**src/rtl/mem_port_arbiter.sv**
```systemverilog
// Two-requester arbiter (instruction fetch I, load/store D) sharing one single-port memory with 1-cycle read latency.
// Optional macro ARB_ROUND_ROBIN_EN swaps the D-priority/anti-starvation policy for round-robin on contention.
module mem_port_arbiter #(
    parameter int ADDR_W       = 32,
    parameter int DATA_W       = 32,
    parameter int STARVE_LIMIT = 3
) (
    input  logic                  clk,
    input  logic                  rst,
    input  logic                  i_req,
    input  logic [ADDR_W-1:0]     i_addr,
    output logic                  i_gnt,
    output logic                  i_rvalid,
    output logic [DATA_W-1:0]     i_rdata,
    input  logic                  d_req,
    input  logic                  d_we,
    input  logic [DATA_W/8-1:0]   d_be,
    input  logic [ADDR_W-1:0]     d_addr,
    input  logic [DATA_W-1:0]     d_wdata,
    output logic                  d_gnt,
    output logic                  d_rvalid,
    output logic [DATA_W-1:0]     d_rdata,
    output logic                  m_req,
    output logic                  m_we,
    output logic [DATA_W/8-1:0]   m_be,
    output logic [ADDR_W-1:0]     m_addr,
    output logic [DATA_W-1:0]     m_wdata,
    input  logic [DATA_W-1:0]     m_rdata
);

    localparam int BE_W = DATA_W / 8;

    logic grant_i_s;
    logic grant_d_s;
    logic resp_v_r;
    logic resp_owner_r;
    logic resp_we_r;

`ifdef ARB_ROUND_ROBIN_EN
    logic last_d_r;

    // Grant decision: on contention serve the port not granted most recently.
    always_comb begin
        grant_i_s = 1'b0;
        grant_d_s = 1'b0;
        if (rst) begin
            grant_i_s = 1'b0;
            grant_d_s = 1'b0;
        end else if (i_req && d_req) begin
            grant_d_s = ~last_d_r;
            grant_i_s = last_d_r;
        end else begin
            grant_i_s = i_req;
            grant_d_s = d_req;
        end
    end

    // Last-granted tracker; resets to I so D wins the first contention.
    always_ff @(posedge clk) begin
        if (rst) begin
            last_d_r <= 1'b0;
        end else if (grant_d_s) begin
            last_d_r <= 1'b1;
        end else if (grant_i_s) begin
            last_d_r <= 1'b0;
        end else begin
            last_d_r <= last_d_r;
        end
    end
`else
    localparam int SW = (STARVE_LIMIT < 1) ? 1 : $clog2(STARVE_LIMIT + 1);
    localparam logic [SW-1:0] LIMIT_C = SW'(STARVE_LIMIT);

    logic [SW-1:0] streak_r;
    logic          starved_s;

    assign starved_s = (streak_r == LIMIT_C);

    // Grant decision: D first, unless I has waited through a full streak of D grants.
    always_comb begin
        grant_i_s = 1'b0;
        grant_d_s = 1'b0;
        if (rst) begin
            grant_i_s = 1'b0;
            grant_d_s = 1'b0;
        end else if (i_req && d_req) begin
            grant_i_s = starved_s;
            grant_d_s = ~starved_s;
        end else begin
            grant_i_s = i_req;
            grant_d_s = d_req;
        end
    end

    // Streak of D grants while I waits; saturates at the limit.
    always_ff @(posedge clk) begin
        if (rst) begin
            streak_r <= {SW{1'b0}};
        end else if (grant_i_s || !i_req) begin
            streak_r <= {SW{1'b0}};
        end else if (grant_d_s && (streak_r != LIMIT_C)) begin
            streak_r <= streak_r + SW'(1);
        end else begin
            streak_r <= streak_r;
        end
    end
`endif

    assign i_gnt = grant_i_s;
    assign d_gnt = grant_d_s;

    // Memory request mux: granted port drives the memory, idle cycles drive zeros.
    always_comb begin
        m_req   = grant_i_s | grant_d_s;
        m_we    = 1'b0;
        m_be    = {BE_W{1'b0}};
        m_addr  = {ADDR_W{1'b0}};
        m_wdata = {DATA_W{1'b0}};
        if (grant_d_s) begin
            m_we    = d_we;
            m_be    = d_be;
            m_addr  = d_addr;
            m_wdata = d_wdata;
        end else if (grant_i_s) begin
            m_we    = 1'b0;
            m_be    = {BE_W{1'b1}};
            m_addr  = i_addr;
            m_wdata = {DATA_W{1'b0}};
        end else begin
            m_we    = 1'b0;
            m_be    = {BE_W{1'b0}};
            m_addr  = {ADDR_W{1'b0}};
            m_wdata = {DATA_W{1'b0}};
        end
    end

    // Response tracking: remembers owner and op type of the access issued last cycle.
    always_ff @(posedge clk) begin
        if (rst) begin
            resp_v_r     <= 1'b0;
            resp_owner_r <= 1'b0;
            resp_we_r    <= 1'b0;
        end else begin
            resp_v_r     <= grant_i_s | grant_d_s;
            resp_owner_r <= grant_d_s;
            resp_we_r    <= grant_d_s & d_we;
        end
    end

    // Gating with rst drops an in-flight response in the cycle reset is asserted.
    assign i_rvalid = resp_v_r & ~resp_owner_r & ~rst;
    assign d_rvalid = resp_v_r & resp_owner_r & ~rst;
    assign i_rdata  = i_rvalid ? m_rdata : {DATA_W{1'b0}};
    assign d_rdata  = (d_rvalid && !resp_we_r) ? m_rdata : {DATA_W{1'b0}};

endmodule

```
**config.mk**
```make
export PLATFORM = sky130hd
export DESIGN_NAME = mem_port_arbiter
export DESIGN_NICKNAME = d
export VERILOG_FILES = /design/src/rtl/mem_port_arbiter.sv
export SDC_FILE = /design/constraint.sdc
export NUM_CORES = 1
export LEC_CHECK = 0
export BUFFER_PORTS_ARGS = -buffer_cell sky130_fd_sc_hd__buf_2
export CAP_MARGIN = 20
export CORE_AREA = 3 3 104 106
export CTS_CLUSTER_SIZE = 10
export DETAILED_ROUTE_END_ITERATION = 6
export DIE_AREA = 0 0 107 109
export HOLD_SLACK_MARGIN = 0.05
export PLACE_DENSITY = 0.51
export SYNTH_ARGS = -nofsm -noshare
export SYNTH_HDL_FRONTEND = slang
export SYNTH_SLANG_ARGS = --single-unit
```
**constraint.sdc**
```tcl
create_clock -name clk -period 1.9 [get_ports clk]
set_clock_uncertainty 0.15 [all_clocks]
set_input_delay 0.38 -clock clk [delete_from_list [all_inputs] [get_ports clk]]
set_output_delay 0.38 -clock clk [all_outputs]
set_load 0.1 [all_outputs]
```
==> impl_metrics.tcl <==
set metrics [dict create \
    status "finished with violations" \
    violations "setup timing" \
    hold_viol 0 \
    dp_hpwl_um 8720 \
    p_leak_uw 0.00287 \
    syn_inst 185 \
    total_power_uw 2200 \
    report.final.slew_viol_count 0 \
    hp-class "input port to flip-flop" \
    syn2layout_area_growth_pct 373 \
    crit_fanout 5 \
    layout_min_cycle_time_ns 2.13 \
    crit_start "streak_r[1]$_SDFFE_PP0P_" \
    holdBufCountCts 0 \
    cap_violations 0 \
    clkTransAtPathRegs_ns 0.03 \
    cts_made_buffers 3 \
    avgSynthCellArea_um2 7.03 \
    netlist_top_cells_area "and2_1, a22o_1, and3_1" \
    avgViaCountPerCell 4.21 \
    setup_viol 136 \
    finalSetupTns_ns -16.25 \
    cts_tree "yes" \
    num_vias 2584 \
    core_mm2 0.00986 \
    worstHoldEndpoint "resp_we_r$_SDFF_PP0_" \
    fin_util_pct 62.4 \
    synth-seq-cells 5 \
    timing.final.crit_share_pct 112 \
    required_ns 1.37 \
    synth_common_cells "and2_1, and3_1, a22o_1" \
    insertion_delay_ns 0.22 \
    drt_iter0_markers 45 \
    power_density_mw_per_mm2 358 \
    worst_pin_slew_ns 0.269 \
    cts_sinks 5 \
    place_area_mm2 0.00568 \
    synth_edf_count 0 \
    synthDistinctLibCells 26 \
    nNetsFinal 621 \
    worstSetupEndpointType "output port" \
    holdPathStages 2 \
    min_from "d_we" \
    cpPeakStageDelay_ns 0.35 \
    antenna_found_initial 0 \
    die_w_um 107 \
    relSlewSlack_pct 82.0 \
    rows 36 \
    synth.largest_area_cell "and2_1" \
    cpMostUsedCell "buf_12" \
    criticalPathCategory "flip-flop to output port" \
    num_antenna_cells 0 \
    htree_levels 1 \
    postRouteWirelength_um 10800 \
    pre_cts_ws_ns -0.141 \
    final_area_mm2 0.00615 \
    reg2reg_slack_ns 0.26 \
    crit_chain "ha_4, and2_4, a211oi_4, buf_12, o21a_4, buf_12" \
    grt_pass1_vias 2813 \
    start_util_pct 13.2 \
    ios 275 \
    grt_use_total_pct 17.1 \
    drc 0 \
    dieHeight_um 109 \
    drtPass1Iterations 3 \
    setup_ws_ns -0.231 \
    async_flop_share_pct 0 \
    grt_pass1_wl_um 15700 \
    clock.fmax_mhz 469 \
    ir_drop_mv 0.217 \
    rsz0062_at_grt "yes" \
    cp_slowest_cell "dfxtp_4" \
    io_buffers 274 \
    root_buffer "clkbuf_8" \
    synth_ff_type "dfxtp_1" \
    wl_per_cell_um 17.7 \
    r2r_cells 6 \
    netlist_area_mm2 0.00130 \
    layout-drive-gt1-share_pct 96.5 \
    fillCellCount 733 \
    cts_max_path_buffers 2 \
    place.gp.congestion 0.777 \
    ys_seq_area_share_pct 7.69 \
    synth_most_common_cell "and2_1" \
    cp_data_arrival_time_ns 1.60 \
    crit-reg2reg-launch "streak_r[1]$_SDFFE_PP0P_" \
    synth_top_area_share_pct 31.3 \
    die-area_mm2 0.0117 \
    grt_overflow 0 \
    crit_path_start_kind "flip-flop" \
    regToRegEndpoint "streak_r[0]$_SDFFE_PP0P_" \
    grt_max_degree 26 \
    syn-num-nets 324 \
    ys_warn_count 0 \
    ant_nets 0 \
]
[power breakdown]
| group | total [uW] | internal [uW] | switching [uW] |
|---|---|---|---|
| Clock | 194 | 144 | 50.1 |
| Combinational | 1900 | 771 | 1130 |
| Sequential | 110 | 107 | 2.65 |
[state kept, by name, indices dropped and copies added, names as in the netlist]
register,cells
resp_we_r,1
streak_r,2
resp_v_r,1
resp_owner_r,1
[through the flow]
stage / hold slack (ns) / instances
6_report: 0.253 / 614
5_1_grt: 0.260 / 614
4_1_cts: 0.258 / 612
3_5_place_dp: 0.353 / 591
3_3_place_gp: 0.340 / 591
2_1_floorplan: 0.303 / 185
[worst max-delay path: cells and delay by family, from the launching register on]
kind | cells | cell delay [ns]
buffers and inverters | 2 | 0.32
AO/OA/AOI/OAI | 2 | 0.37
flip-flops | 1 | 0.35
AND/OR/NAND/NOR | 1 | 0.15
adder cells (fa/ha/maj) | 1 | 0.18
[per-layer routing]
metal | track usage, % | vias up | routed length [um]
li1 | - | 1251 | -
met1 | 17.8 | 1168 | 3650
met2 | 34.2 | 153 | 6090
met3 | 4.80 | 12 | 973
met4 | 3.11 | 0 | 143
met5 | 0 | - | 0
[how the worst max path moves through the flow]
stage                  endpoint  slack [ns]  depth (start not counted)
global placement    d_rdata[12]       -0.13                          6
global route          m_addr[8]       -0.29                          7
floorplan               m_be[0]       -0.72                          4
detailed placement   i_rdata[0]       -0.14                          6
finish                  m_be[3]       -0.23                          6
CTS                     m_be[3]       -0.24                          6
[cells in the final DEF, fill, tap and decap left out, drive strengths merged, types with 3 or more instances in the layout]
master / count
and2: 65
dfxtp: 5
and3: 34
a21oi: 3
clkbuf: 7
a22o: 32
nand2: 3
nand2b: 3
buf: 308
o21a: 4
[logic make-up (layout without fill, tap and decap cells)]
group | count (synthesis) | in the layout | synth area share [%]
compound gates | 43 | 43 | 27.6
flops | 5 | 5 | 7.69
buf+inv | 21 | 317 | 7.69
simple gates | 114 | 114 | 55.1
fa+ha+maj | 2 | 2 | 1.92
[what timing repair did]
| action | 4_1_cts | 5_1_grt |
|---|---|---|
| pin swaps | 35 | 3 |
| setup buffers | 9 | 2 |
| endpoints found under the setup margin | 137 | 137 |
| gates cloned | 8 | 3 |
| resized for setup | 31 | 7 |
[area by class of cell]
cell class / instances / area (um2) / share of cell area (%)
Clock buffer: 4 / 45.0 / 0.732
Inverter: 2 / 12.5 / 0.203
Multi-Input combinational cell: 159 / 1800 / 29.2
Sequential cell: 5 / 109 / 1.77
Tap cell: 133 / 166 / 2.70
Timing Repair Buffer: 311 / 4030 / 65.4
Power figures use the tool's default switching activity.
